<file path="config.mk">
export PLATFORM = sky130hd
export DESIGN_NAME = regfile_sequencer
export DESIGN_NICKNAME = d
export VERILOG_FILES = /design/src/rtl/regfile_sequencer.sv
export SDC_FILE = /design/constraint.sdc
export NUM_CORES = 1
export LEC_CHECK = 0
export ABC_AREA = 1
export ABC_CLOCK_PERIOD_IN_PS = 10720
export CAP_MARGIN = 20
export CORE_MARGIN = 3
export CORE_UTILIZATION = 47
export CTS_BUF_LIST = sky130_fd_sc_hd__clkbuf_2
export CTS_CLUSTER_DIAMETER = 200
export DETAILED_ROUTE_END_ITERATION = 8
export DONT_BUFFER_PORTS = 1
export PLACE_DENSITY = 0.68
export SLEW_MARGIN = 20
export SYNTH_ARGS = -nofsm -noshare
export SYNTH_HDL_FRONTEND = slang
export SYNTH_SLANG_ARGS = --single-unit
</file>
<file path="constraint.sdc">
create_clock -name clk -period 10.72 [get_ports clk]
set_clock_uncertainty 0.2 [all_clocks]
set_input_delay 2.144 -clock clk [delete_from_list [all_inputs] [get_ports clk]]
set_output_delay 2.144 -clock clk [all_outputs]
set_load 0.02 [all_outputs]
</file>
<file path="src/rtl/regfile_sequencer.sv">
`default_nettype none
// ============================================================================
// Module      : regfile_sequencer
// Description : Serialises Y86-64 SEQ writeback and decode accesses onto a
//               single-port 15 x WIDTH register file.
// Revision    : 1.0 - initial release
// ============================================================================
module regfile_sequencer #(
  parameter int         WIDTH = 64,
  parameter logic [3:0] RSP   = 4'h4,
  parameter logic [3:0] RNONE = 4'hF
) (
  input  logic             clk,
  input  logic             reset,
  input  logic             start,
  input  logic             wb_en,
  input  logic [3:0]       wb_icode,
  input  logic [3:0]       wb_rA,
  input  logic [3:0]       wb_rB,
  input  logic             wb_Cnd,
  input  logic [WIDTH-1:0] valE,
  input  logic [WIDTH-1:0] valM,
  input  logic             rd_en,
  input  logic [3:0]       icode,
  input  logic [3:0]       rA,
  input  logic [3:0]       rB,
  output logic [WIDTH-1:0] valA,
  output logic [WIDTH-1:0] valB,
  output logic             busy,
  output logic             done,
  output logic             err,
  output logic [3:0]       rf_addr,
  output logic             rf_we,
  output logic [WIDTH-1:0] rf_wdata,
  input  logic [WIDTH-1:0] rf_rdata
);

  // Encoding order matches access order; next_from relies on it.
  localparam logic [2:0] S_IDLE = 3'd0;
  localparam logic [2:0] S_WR_E = 3'd1;
  localparam logic [2:0] S_WR_M = 3'd2;
  localparam logic [2:0] S_RD_A = 3'd3;
  localparam logic [2:0] S_RD_B = 3'd4;
  localparam logic [2:0] S_DONE = 3'd5;

  logic [2:0]       r_state;
  logic [3:0]       r_dste, r_dstm, r_srca, r_srcb;
  logic [WIDTH-1:0] r_vale, r_valm, r_vala, r_valb;
  logic             r_err;

  logic [3:0]       w_srca, w_srcb, w_dste, w_dstm;
  logic             w_err;

  always_comb begin
    w_srca = RNONE;
    w_srcb = RNONE;
    w_dste = RNONE;
    w_dstm = RNONE;
    case (icode)
      4'h2, 4'h4, 4'h6, 4'hA: w_srca = rA;
      4'h9, 4'hB:             w_srca = RSP;
      default:                w_srca = RNONE;
    endcase
    case (icode)
      4'h4, 4'h5, 4'h6:       w_srcb = rB;
      4'h8, 4'h9, 4'hA, 4'hB: w_srcb = RSP;
      default:                w_srcb = RNONE;
    endcase
    case (wb_icode)
      4'h3, 4'h6:             w_dste = wb_rB;
      4'h2:                   w_dste = wb_Cnd ? wb_rB : RNONE;
      4'h8, 4'h9, 4'hA, 4'hB: w_dste = RSP;
      default:                w_dste = RNONE;
    endcase
    case (wb_icode)
      4'h5, 4'hB:             w_dstm = wb_rA;
      default:                w_dstm = RNONE;
    endcase
    if (!rd_en) begin
      w_srca = RNONE;
      w_srcb = RNONE;
    end
    if (!wb_en) begin
      w_dste = RNONE;
      w_dstm = RNONE;
    end
    w_err = (wb_en && (wb_icode > 4'hB)) || (rd_en && (icode > 4'hB));
  end

  // First state after 'from' whose register is needed; RNONE accesses cost no cycle.
  function automatic logic [2:0] next_from(input logic [2:0] from,
                                           input logic [3:0] dste, input logic [3:0] dstm,
                                           input logic [3:0] srca, input logic [3:0] srcb);
    if ((from == S_IDLE) && (dste != RNONE)) return S_WR_E;
    if ((from <= S_WR_E) && (dstm != RNONE)) return S_WR_M;
    if ((from <= S_WR_M) && (srca != RNONE)) return S_RD_A;
    if ((from <= S_RD_A) && (srcb != RNONE)) return S_RD_B;
    return S_DONE;
  endfunction

  always_ff @(posedge clk or posedge reset) begin
    if (reset) begin
      r_state <= S_IDLE;
      r_dste  <= RNONE;
      r_dstm  <= RNONE;
      r_srca  <= RNONE;
      r_srcb  <= RNONE;
      r_vale  <= '0;
      r_valm  <= '0;
      r_vala  <= '0;
      r_valb  <= '0;
      r_err   <= 1'b0;
    end else begin
      case (r_state)
        S_IDLE: begin
          if (start) begin
            r_dste  <= w_dste;
            r_dstm  <= w_dstm;
            r_srca  <= w_srca;
            r_srcb  <= w_srcb;
            r_vale  <= valE;
            r_valm  <= valM;
            r_vala  <= '0;
            r_valb  <= '0;
            r_err   <= w_err;
            r_state <= w_err ? S_DONE : next_from(S_IDLE, w_dste, w_dstm, w_srca, w_srcb);
          end
        end
        S_WR_E, S_WR_M: begin
          r_state <= next_from(r_state, r_dste, r_dstm, r_srca, r_srcb);
        end
        S_RD_A: begin
          r_vala  <= rf_rdata;
          r_state <= next_from(r_state, r_dste, r_dstm, r_srca, r_srcb);
        end
        S_RD_B: begin
          r_valb  <= rf_rdata;
          r_state <= S_DONE;
        end
        S_DONE:  r_state <= S_IDLE;
        default: r_state <= S_IDLE;
      endcase
    end
  end

  // Decoded from state, so the async reset removes rf_we immediately.
  always_comb begin
    rf_we    = 1'b0;
    rf_addr  = RNONE;
    rf_wdata = '0;
    case (r_state)
      S_WR_E: begin
        rf_we    = 1'b1;
        rf_addr  = r_dste;
        rf_wdata = r_vale;
      end
      S_WR_M: begin
        rf_we    = 1'b1;
        rf_addr  = r_dstm;
        rf_wdata = r_valm;
      end
      S_RD_A:  rf_addr = r_srca;
      S_RD_B:  rf_addr = r_srcb;
      default: rf_addr = RNONE;
    endcase
  end

  assign busy = (r_state != S_IDLE);
  assign done = (r_state == S_DONE);
  assign err  = r_err;
  assign valA = r_vala;
  assign valB = r_valb;

endmodule
`default_nettype wire
</file>
# After elaboration in Yosys (flattened, before gate mapping)

Index checks and enable logic that the tools add are counted.

Add/sub/neg operators: 0
Multiply operators: 0
Div/mod/pow operators: 0
$lt $le $gt $ge: 5
Equal/unequal tests: 30
Shift-type cells: 0
Multiplexer cells: 80
Bitwise operators: 0
Reductions and logical operators: 22

Operators by type and width:

| operator                                                                         | number |
|---|---|
| 64-bit one-hot mux with 2 select lines                                           | 3 |
| 3-bit 2-to-1 mux                                                                 | 22 |
| 64-bit 2-to-1 mux                                                                | 1 |
| 1-bit 2-to-1 mux                                                                 | 43 |
| 4-bit == test, second input constant                                             | 8 |
| 4-bit != test, second input constant                                             | 8 |
| 4-bit 2-to-1 mux                                                                 | 6 |
| 4-bit by 3-bit == test with 1-bit output, second input constant                  | 5 |
| 4-bit one-hot mux with 2 select lines                                            | 2 |
| 4-bit one-hot mux with 4 select lines                                            | 1 |
| 4-bit by 2-bit == test with 1-bit output, second input constant                  | 3 |
| 3-bit one-hot mux with 4 select lines                                            | 1 |
| 4-bit one-hot mux with 3 select lines                                            | 1 |
| 4-bit OR reduction                                                               | 3 |
| 4-bit > comparator, second input constant                                        | 2 |
| 2-bit OR reduction                                                               | 4 |
| 3-bit by 2-bit == test with 1-bit output, second input constant                  | 2 |
| 3-bit == test, second input constant                                             | 2 |
| 3-bit by 2-bit less-or-equal comparator with 1-bit output, second input constant | 2 |
| 1-bit logical AND                                                                | 6 |
| 2-bit AND reduction                                                              | 3 |
| 2-bit nonzero test                                                               | 2 |
| 3-bit by 1-bit == test with 1-bit output, second input constant                  | 1 |
| 3-bit by 1-bit less-or-equal comparator with 1-bit output, second input constant | 1 |
| 5 further kinds                                                                  | 5 |

Bits in registers: 276
Bits in latches: 0
Bits in writable memories: 0
Memory bits (read-only): 0
Input port bits: 222
Output and inout port bits: 200
Word-level logic and storage cells: 147
Memories: 0

# Longest topological paths before layout

Depth after elaboration: 27
Depth in mapped cells: 12
Gate-level depth less buffers: 12

# Worst setup path before layout

OpenSTA, ideal clock, no wires.

Path kind: register to output
Start: register r_state[2]
End: output rf_wdata[34]
Arrival time: 1.435 ns
Data required time: 8.376 ns
Setup slack: 6.941 ns
Cell stages (with the launch flop): 6
Path buffers: 2
Path through: dfrtp_1 > nor2_1 > nand2_1 > buf_2 > buf_1 > o22ai_1

Cells in the longest elaborated chain, start to end: 2
Elaborated cells between the ends (all ways): 3
Those cells by class: 2 x eq/ne; 1 x mux

RTL lines:

| what                                                                                                        | RTL line | text |
|---|---|---|
| start: declaration                                                                                          | 46       | `logic [2:0] r_state;` |
| start signal: assignment                                                                                    | 126      | `r_state <= w_err ? S_DONE : next_from(S_IDLE, w_dste, w_dstm, w_srca, w_srcb);` |
| start signal: assignment                                                                                    | 130      | `r_state <= next_from(r_state, r_dste, r_dstm, r_srca, r_srcb);` |
| start signal: assignment                                                                                    | 134      | `r_state <= next_from(r_state, r_dste, r_dstm, r_srca, r_srcb);` |
| 3-bit by 2-bit == test with 1-bit output / 3-bit by 1-bit == test with 1-bit output (equally long branches) | 151      | `case (r_state)` |
| 64-bit one-hot mux with 2 select lines *                                                                    | 151      |  |
| end: declaration                                                                                            | 34       | `output logic [WIDTH-1:0] rf_wdata,` |

Mark *: on every way between the ends. The rest lies on a longest branch, timed or not.

# Final worst setup path

Start: register r_state[1]
End: output rf_wdata[59]

The elaborated chain is that of the path after synthesis.

==> results by group <==
Status
  – Outcome: complete, no violations

Synthesis
  – Most used DFF post-synth: dfrtp_1
  – Post-synth top cells: nand2_1, dfrtp_1, inv_1
  – EDFF count, synth: 0
  – Post-synthesis cell type count: 27
  – Area leader, netlist: dfrtp_1
  – Post-synthesis cell area: around 12,000 um2
  – Share of the synthesized area in the top cell type: 55.62%
  – Syn_nets: around 1,600
  – Seq cells post-synth: 276
  – Synth area leaders: dfrtp_1, nand2_1, o21ai_0, inv_1, o21ai_1
  – Top-count cell post-synth: nand2_1
  – Avg Cell Area, Syn: 8.808 um2
  – Post-Syn Instances: 1,328
  – Seq/Total Area, Yosys: 59.21%
  – Yosys warns: 0
  – Post-synth ARST share: 100.0%

Global routing
  – Maximum number of pins on one net before global-route repair: 179
  – Number of global-route vias before repair: 8,879
  – Total Routing Usage GR: 22.16%
  – First-pass GRT wire length: 46.88 mm
  – Initial antenna violation count: 3
  – Grt total ovfl: 0

Timing
  – Fin crit period: 5.065 ns
  – Final Hold Viols: 0
  – Slew @ Worst Pin: 0.9619 ns
  – Hold WS: 0.2765 ns
  – FMAX: 0.1974 GHz
  – RSZ-0062 raised after global routing: no
  – Final Setup Violations: 0
  – Setup TNS: 0 ns
  – Slew Viols, Final: 0
  – Period utilisation layout: 47.25%
  – Worst slew margin relative to its limit: 35.88%

Route
  – Drt initial violations: around 560
  – Final ANT Viol Nets: 0
  – Routed len/inst: 18.31 um
  – DRT Pass-1 Iters: 5
  – DRC: 0
  – Drt via density: 5.236
  – Detailed-route via count: 8,912
  – Post-Route WL: ~31 mm

Clock tree
  – Root Buffer: clkbuf_2
  – Clk_lat worst skew: 0.78 ns
  – Post-CTS Hold Fix Bufs: 0
  – H-tree Lvls: 3
  – Post-CTS sizing: 0
  – Post-CTS Setup Repair Bufs: 0
  – TritonCTS sink count: between 200 and 300
  – CTS buffer count: between 70 and 80
  – Clock slew at reported path FFs: 0.09 ns
  – CTS tree: yes
  – Max clock buf depth: 3

Floorplan
  – Die area: 26,820 um2
  – Cell row count: 57
  – Die Ht: 163.8 um
  – I/O pin count: 422
  – Chip width: 163.8 um
  – Initial Util: 47.96%
  – Total core area: 24,390 um2

Power
  – Pwr dens: 327.3 nW/um2
  – Static leakage: between 0.006 and 0.007 uW
  – Peak supply drop: around 0.00021 V

Placement
  – Post-detail-place hpwl: 21.25 mm
  – IO buf count: 0
  – Routability cong.: roughly 0.84

Worst setup path
  – WS Path Type: flop to output port
  – Worst setup EP type: output port
  – Critical path's top delay family: compound AO/OA/AOI/OAI gates
  – Worst R2R End: r_dstm[3]
  – Startpoint Class: flop
  – Crit path required time: 8.38 ns
  – Worst path slowest cell: o22ai_1
  – Slowest stage delay, CP: roughly 0.7 ns
  – Worst path cell trace: nor2_1 > nand2_2 > buf_4 > o22ai_1
  – Reg2reg start: r_state[0]
  – Worst Path Buf+Inv: 1
  – Beginning of the critical path: r_state[1]
  – Critical path peak fanout: 59
  – Worst reg-to-reg setup slack: 7.21 ns
  – Crit path DAT: 2.72 ns
  – Reg2reg path depth: 9

Hold path
  – Min-Delay Path Class: flop to flop
  – Hold depth: 2
  – Worst Hold Launch: r_dste[3]
  – Hold EP: r_dste[3]

Flow run
  – Max Cap Viol: 0

Final layout
  – Fin nets: 1,550
  – # fillers: about 2,400
  – Area Overhead vs Synth: 6.407%
  – Layout cells sized above 1: between 10% and 20%
==> cells in the final DEF, fill, tap and decap left out, types with 2 or more instances in the layout <==
cell type and instances:
clkinv_1 7, o211ai_1 2, nand4_1 9, bufinv_16 2, nand3_1 87, dfrtp_1 260
nor3_1 3, o21ai_0 183, diode_2 3, o21a_1 2, clkinv_2 2, nand2_1 263
clkbuf_2 107, buf_4 7, o22ai_1 67, inv_1 225, nor2_1 15, nor2_4 3
dfstp_2 16, o21ai_1 90, a21oi_1 7, nand2_2 2, inv_2 4
==> worst max path at each step <==
stage                    to  slack (ns)  cells after the start
6_report       rf_wdata[59]        5.65                      4
5_1_grt        rf_wdata[59]        5.30                      4
4_1_cts          rf_addr[3]        5.35                      6
3_5_place_dp     r_state[2]        5.85                      8
3_3_place_gp     r_state[2]        5.87                      8
2_1_floorplan           err        0.79                      1
==> tightest hold or removal path: stages (launching register included) <==
cell	delay, ns
dfstp_2	0.38
nand2_1	0.06
nand2_1	0.05
==> routing by layer <==
layer  routed length, um  track usage, %  vias to the layer above
li1                    -               -                     4291
met4                1087           9.458                        0
met1               11830           25.99                     4125
met3                3549           9.584                       69
met5                   0               0                        -
met2               14700           35.68                      427
==> cell families (layout without fill, tap and decap cells) <==
group                  after synthesis  in the layout  share of synthesized area [%]
other                                0              3                              0
flip-flops                         276            276                          59.21
buffers and inverters              312            359                          11.02
AND/OR/NAND/NOR                    386            386                          13.76
AO/OA/AOI/OAI                      354            354                          16.01
==> sequential cells by signal, summed over array words and instances (netlist names) <==
name / flops
err: 1
r_valm: 64
r_srca: 4
r_srcb: 4
r_vale: 64
r_dstm: 4
valB: 64
r_state: 3
valA: 64
r_dste: 4
==> final cells by class <==
class	instances	area [um2]	share of cell area [%]
antenna	3	7.507	0.06031
clock buffer	107	535.5	4.302
clock inverter	14	112.6	0.9047
inverter	230	885.9	7.117
multi-input combinational	740	3510	28.20
sequential	276	6927	55.65
tap	324	405.4	3.257
timing repair buffer	8	63.81	0.5127
==> power breakdown <==
part           total, uW  switching [uW]  leakage (uW)  internal [uW]
registers           2050             516       0.00349           1530
clock network        723             412      0.000504            311
logic               1300             948       0.00221            352
total               4070            1880       0.00621           2200
==> stage by stage <==
stage | instances | setup WS (ns) | area (um2) | total power, uW | util, %
2_1_floorplan | 1328 | 0.7937 | 11700 | 3060 | -
3_3_place_gp | 1578 | 5.869 | 11780 | 3332 | 48.30
3_5_place_dp | 1578 | 5.848 | 11780 | 3386 | 48.31
4_1_cts | 1699 | 5.349 | 12430 | 4121 | 50.96
5_1_grt | 1702 | 5.303 | 12450 | 4390 | 51.03
6_report | 1702 | 5.655 | 12450 | 4073 | 51.03
(Power assumes the default switching activity.)
